$ cat src/rtl/pet_kbd_pkg.sv
// Shared constants and types for the PET PS/2 keyboard front end.
// Matrix geometry, special scan codes, keymap entry and receiver states.
package pet_kbd_pkg;

  localparam int KEY_ROWS = 10;
  localparam int KEY_COLS = 8;

  localparam logic [7:0] SC_EXT = 8'hE0;
  localparam logic [7:0] SC_BRK = 8'hF0;
  localparam logic [7:0] SC_BAT = 8'hAA;
  localparam logic [7:0] SC_ACK = 8'hFA;
  localparam logic [7:0] SC_OV0 = 8'h00;
  localparam logic [7:0] SC_OV1 = 8'hFF;

  typedef struct packed {
    logic       hit;
    logic [3:0] row;
    logic [2:0] col;
  } key_entry_t;

  typedef enum logic {
    ST_IDLE,
    ST_RX
  } rx_state_t;

  function automatic key_entry_t km(
    input logic [3:0] r,
    input logic [2:0] c
  );
    km = '{hit: 1'b1, row: r, col: c};
  endfunction

endpackage

$ cat src/rtl/pet_keymap.sv
// Combinational PS/2 set-2 scan code -> PET graphics matrix position.
// Ports: i_ext (E0 prefix seen), i_code; o_hit, o_row, o_col.
module pet_keymap
  import pet_kbd_pkg::*;
(
  input  logic       i_ext,
  input  logic [7:0] i_code,
  output logic       o_hit,
  output logic [3:0] o_row,
  output logic [2:0] o_col
);

  key_entry_t w_e;

  always_comb begin
    w_e = '0;
    case ({i_ext, i_code})
      9'h015: w_e = km(4'd2, 3'd0);
      9'h024: w_e = km(4'd2, 3'd1);
      9'h02C: w_e = km(4'd2, 3'd2);
      9'h03C: w_e = km(4'd2, 3'd3);
      9'h044: w_e = km(4'd2, 3'd4);
      9'h01D: w_e = km(4'd3, 3'd0);
      9'h02D: w_e = km(4'd3, 3'd1);
      9'h035: w_e = km(4'd3, 3'd2);
      9'h043: w_e = km(4'd3, 3'd3);
      9'h04D: w_e = km(4'd3, 3'd4);
      9'h01C: w_e = km(4'd4, 3'd0);
      9'h023: w_e = km(4'd4, 3'd1);
      9'h034: w_e = km(4'd4, 3'd2);
      9'h03B: w_e = km(4'd4, 3'd3);
      9'h04B: w_e = km(4'd4, 3'd4);
      9'h01B: w_e = km(4'd5, 3'd0);
      9'h02B: w_e = km(4'd5, 3'd1);
      9'h033: w_e = km(4'd5, 3'd2);
      9'h042: w_e = km(4'd5, 3'd3);
      9'h01A: w_e = km(4'd6, 3'd0);
      9'h021: w_e = km(4'd6, 3'd1);
      9'h032: w_e = km(4'd6, 3'd2);
      9'h03A: w_e = km(4'd6, 3'd3);
      9'h05A: w_e = km(4'd6, 3'd5);
      9'h022: w_e = km(4'd7, 3'd0);
      9'h02A: w_e = km(4'd7, 3'd1);
      9'h031: w_e = km(4'd7, 3'd2);
      9'h041: w_e = km(4'd7, 3'd3);
      9'h012: w_e = km(4'd8, 3'd0);
      9'h059: w_e = km(4'd8, 3'd5);
      9'h029: w_e = km(4'd9, 3'd2);
      9'h175: w_e = km(4'd1, 3'd7);
      {1'b0, SC_BAT},
      {1'b0, SC_ACK}: w_e = '0;
      default: w_e = '0;
    endcase
  end

  assign o_hit = w_e.hit;
  assign o_row = w_e.row;
  assign o_col = w_e.col;

endmodule

$ cat src/rtl/pet2001ps2_keyboard.sv
// PS/2 receiver, scan-code decoder and 10x8 PET key matrix for PIA1.
// Ports: clk, reset_n, ps2_clk/ps2_data in; keyrow in; keyin, key_strobe, frame_err out.
module pet2001ps2_keyboard
  import pet_kbd_pkg::*;
#(
  parameter int SYNC_STAGES    = 2,
  parameter int TIMEOUT_CYCLES = 8192
) (
  input  logic       clk,
  input  logic       reset_n,
  input  logic       ps2_clk,
  input  logic       ps2_data,
  input  logic [3:0] keyrow,
  output logic [7:0] keyin,
  output logic       key_strobe,
  output logic       frame_err
);

  localparam int TW = $clog2(TIMEOUT_CYCLES);
  localparam logic [TW-1:0] TMO_MAX = TW'(TIMEOUT_CYCLES - 1);

  logic [SYNC_STAGES-1:0] r_clk_sync;
  logic [SYNC_STAGES-1:0] r_dat_sync;
  logic                   r_clk_prev;
  logic                   w_fall;
  logic                   w_dat;

  rx_state_t   r_state;
  rx_state_t   w_state_n;
  logic [3:0]  r_bitcnt;
  logic [8:0]  r_sr;
  logic [TW-1:0] r_tmo;
  logic        w_accept;
  logic        w_err;
  logic        w_abort;

  logic [7:0]  r_code;
  logic        r_code_v;
  logic        r_brk;
  logic        r_ext;
  logic        r_key_strobe;
  logic        r_frame_err;
  logic [7:0]  r_keyin;
  logic [KEY_COLS-1:0] r_matrix [KEY_ROWS];
  logic [KEY_COLS-1:0] w_row_bits;

  logic        w_hit;
  logic [3:0]  w_row;
  logic [2:0]  w_col;

  // Synchronisers reset to the idle-high bus level so no false fall.
  always_ff @(posedge clk or negedge reset_n) begin
    if (!reset_n) begin
      r_clk_sync <= '1;
      r_dat_sync <= '1;
      r_clk_prev <= 1'b1;
    end else begin
      r_clk_sync <= {r_clk_sync[SYNC_STAGES-2:0], ps2_clk};
      r_dat_sync <= {r_dat_sync[SYNC_STAGES-2:0], ps2_data};
      r_clk_prev <= r_clk_sync[SYNC_STAGES-1];
    end
  end

  assign w_fall = r_clk_prev & ~r_clk_sync[SYNC_STAGES-1];
  assign w_dat  = r_dat_sync[SYNC_STAGES-1];

  // A fall always wins over a timeout on the same cycle.
  always_comb begin
    w_state_n = r_state;
    w_accept  = 1'b0;
    w_err     = 1'b0;
    w_abort   = 1'b0;
    unique case (r_state)
      ST_IDLE: begin
        if (w_fall && !w_dat) w_state_n = ST_RX;
      end
      ST_RX: begin
        if (w_fall) begin
          if (r_bitcnt == 4'd9) begin
            w_state_n = ST_IDLE;
            if ((^r_sr) && w_dat) w_accept = 1'b1;
            else w_err = 1'b1;
          end
        end else if (r_tmo == TMO_MAX) begin
          w_state_n = ST_IDLE;
          w_err     = 1'b1;
          w_abort   = 1'b1;
        end
      end
      default: w_state_n = ST_IDLE;
    endcase
  end

  always_ff @(posedge clk or negedge reset_n) begin
    if (!reset_n) begin
      r_state     <= ST_IDLE;
      r_bitcnt    <= '0;
      r_sr        <= '0;
      r_tmo       <= '0;
      r_code      <= '0;
      r_code_v    <= 1'b0;
      r_frame_err <= 1'b0;
    end else begin
      r_state     <= w_state_n;
      r_frame_err <= w_err;
      r_code_v    <= w_accept;
      if (w_accept) r_code <= r_sr[7:0];
      if (w_state_n != ST_RX) begin
        r_bitcnt <= '0;
        r_tmo    <= '0;
      end else if (r_state == ST_RX) begin
        if (w_fall) begin
          r_tmo    <= '0;
          r_bitcnt <= r_bitcnt + 4'd1;
          r_sr     <= {w_dat, r_sr[8:1]};
        end else begin
          r_tmo <= r_tmo + 1'b1;
        end
      end
    end
  end

  pet_keymap u_map (
    .i_ext  (r_ext),
    .i_code (r_code),
    .o_hit  (w_hit),
    .o_row  (w_row),
    .o_col  (w_col)
  );

  always_ff @(posedge clk or negedge reset_n) begin
    if (!reset_n) begin
      r_brk        <= 1'b0;
      r_ext        <= 1'b0;
      r_key_strobe <= 1'b0;
      for (int r = 0; r < KEY_ROWS; r++) r_matrix[r] <= '0;
    end else begin
      r_key_strobe <= 1'b0;
      if (w_abort) begin
        r_brk <= 1'b0;
        r_ext <= 1'b0;
      end else if (r_code_v) begin
        unique case (1'b1)
          (r_code == SC_EXT): r_ext <= 1'b1;
          (r_code == SC_BRK): r_brk <= 1'b1;
          default: begin
            if (r_code == SC_OV0 || r_code == SC_OV1) begin
              for (int r = 0; r < KEY_ROWS; r++) r_matrix[r] <= '0;
            end else if (w_hit) begin
              r_matrix[w_row][w_col] <= ~r_brk;
            end
            r_key_strobe <= 1'b1;
            r_brk        <= 1'b0;
            r_ext        <= 1'b0;
          end
        endcase
      end
    end
  end

  // Rows 10..15 select nothing and read back all released.
  always_comb begin
    w_row_bits = '0;
    for (int r = 0; r < KEY_ROWS; r++)
      if (keyrow == 4'(r)) w_row_bits = r_matrix[r];
  end

  always_ff @(posedge clk or negedge reset_n) begin
    if (!reset_n) r_keyin <= 8'hFF;
    else          r_keyin <= ~w_row_bits;
  end

  assign keyin      = r_keyin;
  assign key_strobe = r_key_strobe;
  assign frame_err  = r_frame_err;

endmodule

$ cat config.mk
export PLATFORM = sky130hd
export DESIGN_NAME = pet2001ps2_keyboard
export DESIGN_NICKNAME = d
export VERILOG_FILES = /design/src/rtl/pet_kbd_pkg.sv /design/src/rtl/pet_keymap.sv /design/src/rtl/pet2001ps2_keyboard.sv
export SDC_FILE = /design/constraint.sdc
export NUM_CORES = 1
export LEC_CHECK = 0
export BUFFER_PORTS_ARGS = -buffer_cell sky130_fd_sc_hd__buf_2
export CAP_MARGIN = 20
export CORE_MARGIN = 3
export CORE_UTILIZATION = 35
export CTS_BUF_LIST = sky130_fd_sc_hd__clkbuf_4
export DETAILED_ROUTE_END_ITERATION = 10
export GPL_TIMING_DRIVEN = 0
export PLACE_DENSITY = 0.61
export SETUP_SLACK_MARGIN = 0.4
export SYNTH_ARGS = -nofsm -noshare
export SYNTH_HDL_FRONTEND = slang
export SYNTH_SLANG_ARGS = --single-unit
$ cat constraint.sdc
create_clock -name clk -period 2.46 [get_ports clk]
set_input_delay 0.123 -clock clk [delete_from_list [all_inputs] [get_ports clk]]
set_output_delay 0.123 -clock clk [all_outputs]
set_load 0.03 [all_outputs]
Yosys cells after proc, flatten, opt, wreduce, memory -nomap -nowiden
Cells that the tools add are included.
- bits in registers: 133
- bits of input ports: 8
- word-level logic and storage cells: 154
- $add $sub $neg: 2
- $lt $le $gt $ge: 4
- eq/ne operators: 50
- multiplexer cells: 49
- bitwise logic cells: 8
- reductions and logical operators: 17
- operators by type and width (cell ; number):
    $pmux 8 s32 ; 1
    $mux 80 ; 2
    $eq 9x6->1 const B ; 17
    $mux 8 ; 11
    $bwmux 80 ; 1
    $eq 9x7->1 const B ; 8
    $eq 9x5->1 const B ; 6
    $mux 13 ; 3
    $demux 8 s4 ; 1
    $eq 8x8->1 const B ; 3
    $mux 1 ; 23
    $eq 4x3->1 const B ; 4
    $add 13x1->13 const B ; 1
    $eq 13x13->1 const B ; 1
    $eq 4x4->1 const B ; 3
    $mux 4 ; 3
    $eq 9x9->1 const B ; 1
    $reduce_xor 9->1 ; 1
    $eq 4x2->1 const B ; 2
    $logic_not 8->1 ; 1
    $ne 2x2->1 const B ; 4
    $not 8->8 ; 1
    $pmux 1 s2 ; 3
    $reduce_and 2->1 ; 3
    18 further kinds ; 26

Logic depth before layout (Yosys ltp)
- depth after elaboration: 12
- mapped depth: 12
- gate-level depth less buffers: 9

By module
From an unflattened synthesis, not the netlist that was laid out.
- cells, all modules: 808
- area total of the unflattened synthesis: 8076.5 um^2
- by module, submodules not included (module ; times used ; cells each ; area each (um^2) ; sequential area each (um^2)):
    pet2001ps2_keyboard ; 1 ; 699 ; 7347.0 ; 3344.5
    pet_keymap ; 1 ; 109 ; 729.4 ; 0.0

Worst setup path before layout
OpenSTA, ideal clock, no wires.
- path kind: register -> register
- start point: reg r_code[3]
- end point: reg r_matrix[57] (netlist name)
- data arrival time: 2.569 ns
- data required time: 2.380 ns
- slack: -0.189 ns
- cell stages (with the launch flop): 12
- path buffers: 4
- path through: dfrtp_1 > buf_6 > and4b_1 > buf_6 > and3_4 > o22a_1 > or4_4 > or3_1 > buf_2 > buf_6 > nand4_1 > mux2i_1
- cells in the longest elaborated chain, start to end: 11
- elaborated cells between the ends (all ways): 56
- ends and longest elaborated chain (item ; RTL line ; text):
    from (decl) ; pet2001ps2_keyboard.sv:37 ; logic [7:0] r_code;
    from (signal assigned) ; pet2001ps2_keyboard.sv:107 ; if (w_accept) r_code <= r_sr[7:0];
    $eq 9x9->1 (tied with other cells) ; pet_keymap.sv:17 ; case ({i_ext, i_code})
    $pmux 8 s32 ; pet_keymap.sv:17 ;
    $lt 3x4->1 (not written as such) / $ge 3x1->1 (equally long branches) ; pet2001ps2_keyboard.sv:150 ; r_matrix[w_row][w_col] <= ~r_brk;
    $logic_and 1x1->1 (not written as such) ; pet2001ps2_keyboard.sv:150 ;
    $mux 1 (not written as such) ; pet2001ps2_keyboard.sv:150 ;
    $demux 1 s3 ; pet2001ps2_keyboard.sv:150 ;
    $mux 8 (not written as such) ; pet2001ps2_keyboard.sv:150 ;
    $demux 8 s4 ; pet2001ps2_keyboard.sv:150 ;
    $bwmux 80 ; pet2001ps2_keyboard.sv:150 ;
    $mux 80 ; pet2001ps2_keyboard.sv:149 ; end else if (w_hit) begin
    $mux 80 ; pet2001ps2_keyboard.sv:147 ; if (r_code == SC_OV0 || r_code == SC_OV1) begin
    to (signal, indexed assignment) ; pet2001ps2_keyboard.sv:150 ;
    to (decl) ; pet2001ps2_keyboard.sv:44 ; logic [KEY_COLS-1:0] r_matrix [KEY_ROWS];
Parallel ways exist; a longest one is shown, timed or not. The select of a mux whose other input is x is not followed.
A chain may end at the register's enable or synchronous reset.

Worst setup path in the final report
- start point: reg r_code[3]
- end point: reg r_matrix[29] (netlist name)
Same word-level chain as after synthesis.

==> metrics.cfg <==
[status]
outcome=finished with violations
failed_checks=negative setup slack

[cts]
cts_root_buffer=clkbuf_4
numClockSinks=133
cts-htree-levels=4
clock_latency_ns=0.54
clk_path_buf_depth=2
clkTransAtPathRegs_ns=0.14
cts_tree=yes
cts_buffers=17

[sta]
hold_viol=0
skew_ns=0.0246
finalSetupViolCount=30
period_share_pct=110
tightestPinTransition_ns=0.856
relSlewSlack_pct=42.8
slew_viol_final=0
whs_ns=0.0633
min_period_ns=2.72
worst_slack_ns=-0.257
rsz0062_at_grt=yes
fmax_mhz=368

[synthesis]
synth_top_family_by_area=simple AND/OR/NAND/NOR gates
ys_ff_latch=133
synthesis.area_mm2=0.00665
synth_seq_area_share_pct=50.3
synth-compound-area-share_pct=10.9
synth_fp_nets=642
muxShareOfSynthArea_pct=11.2
synth_cell_types=69
synthAdderAreaFrac_pct=0.564
synth_top_area_share_pct=45.2
syn_inst=631
async_flop_share_pct=100
ys_warn_count=0
synth_flop_cell=dfrtp_1
synth_edf_count=0
synth_simple_gate_area_share_pct=21.5
synth-xor-area-share_pct=1.84
avgSynthCellArea_um2=10.5
synth_top_area_cell=dfrtp_1
netlist_top_cells_area=dfrtp_1 45%, mux2i_1 5.6%, dfstp_2 5.1%

[power_and_ir_drop]
leakagePower_uw=0.00398
powerDensity_mw_per_mm2=534
peakVddDrop_mv=0.613

[setup_path]
crit_path_top_delay_cell=or4_4
critPathKind=flip-flop to flip-flop
crit_fanout=10
crit_chain=buf_6 > and4b_1 > buf_6 > and3_4 > o22a_1 > or4_4 > or3_1 > buf_6 > buf_6 > nand4_1 > mux2i_1
worstPathRequired_ns=2.92
timing.critical_path.mode_cell=buf_6
end_kind=flip-flop
cp_slowest_stage_delay_ns=0.52
cp-start-kind=flip-flop
cp_top_family=simple AND/OR/NAND/NOR gates
cp.buffers_inverters=4
cp.arrival_ns=3.17

[placement]
io_buffers=16
hpwlAfterDp_um=11200
place_area_mm2=0.00714
place_inst=878
gp_congestion=0.869

[cells_and_area]
drive_above_1_share_pct=38.8
fin_area_mm2=0.00868
syn2layout_area_growth_pct=30.5
fill_cells=1671
final_common_cell=dfrtp_1
finish.utilization_pct=47.4
layout.cells.non_filler=969
antenna_cells=0
layout_common_cells=118 x dfrtp_1, 53 x nand2_1, 47 x and2_4, 41 x buf_4, 37 x mux2i_1
final_nets=738

[grt]
grt_pass1_vias=5409
met2_usage_pct=27.4
antenna_found_initial=0
grt_max_degree=106
overflow=0
grt_use_met3_pct=3.59
grt.total_usage_pct=17.2
grt_most_used_layer=met2
use_met1_pct=22.6
grt_pass1_wl_um=28100

[drt]
drc=0
routedWlPerCell_um=18.0
first_iter_violations=329
vias=5317
wl_um=17400
drt-vias-per-instance=5.49
ant_nets=0
drt-pass1-iter-count=7

[floorplan]
die_h_um=144
die_w_um=144
start_util_pct=36.3
coreArea_mm2=0.0183
pin_count=18
fp.dieArea_mm2=0.0207
rows=49

[min_path]
hold_class=primary input to asynchronous set/reset pin

[run]
drv_cap=0

-- cell usage after synthesis (8+ instances only) --
cell	instances
o22ai_1	10
buf_2	8
nor3_1	12
mux2_2	17
clkbuf_1	30
nand2_1	55
nand3_1	20
nor2_1	30
mux4_2	8
o21ai_0	31
a21oi_1	23
dfstp_2	13
mux2i_1	37
nand2b_1	11
inv_1	8
nand4_1	25
and2_1	49
dfrtp_1	120
-- path summary, 6_finish.rpt --
kind	slack [ns]	depth (start not counted)	start	endpoint
max reg2reg	-0.26	11	r_code[3]$_DFFE_PN0P_	r_matrix[29]$_DFFE_PN0P_
min in group clk	0.17	4	keyrow[1]	keyin[5]$_DFF_PN1_
max	-0.26	11	r_code[3]$_DFFE_PN0P_	r_matrix[29]$_DFFE_PN0P_
min reg2reg	0.36	0	r_clk_sync[0]$_DFF_PN1_	r_clk_sync[1]$_DFF_PN1_
min	0.06	3	reset_n	r_matrix[62]$_DFFE_PN0P_
max in group asynchronous	1.84	3	reset_n	r_dat_sync[0]$_DFF_PN1_
-- state kept, by name (all words and copies together), names as in the netlist --
name / flops
frame_err: 1
key_strobe: 1
keyin: 8
r_bitcnt: 4
r_brk: 1
r_clk_prev: 1
r_clk_sync: 2
r_code: 8
r_code_v: 1
r_dat_sync: 2
r_ext: 1
r_matrix: 80
r_sr: 9
r_state: 1
r_tmo: 13
-- what timing repair did --
item	in CTS	in global routing
buffers inserted	36	12
gates resized for setup	100	82
endpoints found under the setup margin	94	106
endpoints found under the hold margin	122	0
hold buffers	4	0
gates cloned	2	5
pin swaps	17	41
-- tightest hold or removal path: cells and delay by family --
kind | cells | cell delay (ns)
buffers and inverters | 3 | 0.85
-- per-stage QoR --
| step | setup WS, ns | power (uW) | TNS, ns |
|---|---|---|---|
| finish | -0.257 | 4630 | -5.82 |
| global route | -0.326 | 4850 | -8.11 |
| CTS | -0.212 | 4590 | -4.27 |
| detailed placement | -0.654 | 2940 | -16.58 |
| global placement | -0.679 | 2900 | -65.95 |
| floorplan | -0.0987 | 2780 | -1.94 |
-- cell type report --
cell class                 instances  area (um2)  area share (%)
tap                              229         287            3.30
clock inverter                    13         173            1.99
sequential                       133        3350            38.6
timing repair buffer              77         733            8.45
multi-input combinational        443        3510            40.4
inverter                           9        38.8           0.447
clock buffer                      19         143            1.64
buffer                            46         450            5.19
-- layer usage --
metal	vias to the layer above	wire length, um	part of all wire (%)
met2	141	8430	48
met4	0	507	2.9
li1	2480	-	-
met5	-	0	0
met1	2656	7820	45
met3	40	697	4.0
-- report_power, final --
group,internal [uW],switching [uW]
registers,2280,103
logic,301,330
clock network,744,873
-- cells by family after synthesis --
| logic type | count (synthesis) |
|---|---|
| simple gates | 255 |
| compound gates | 109 |
| fa+ha+maj | 3 |
| flops | 133 |
| buf+inv | 55 |
| mux | 62 |
| xor+xnor | 14 |
Note: power is estimated with default switching activity, not from simulation.
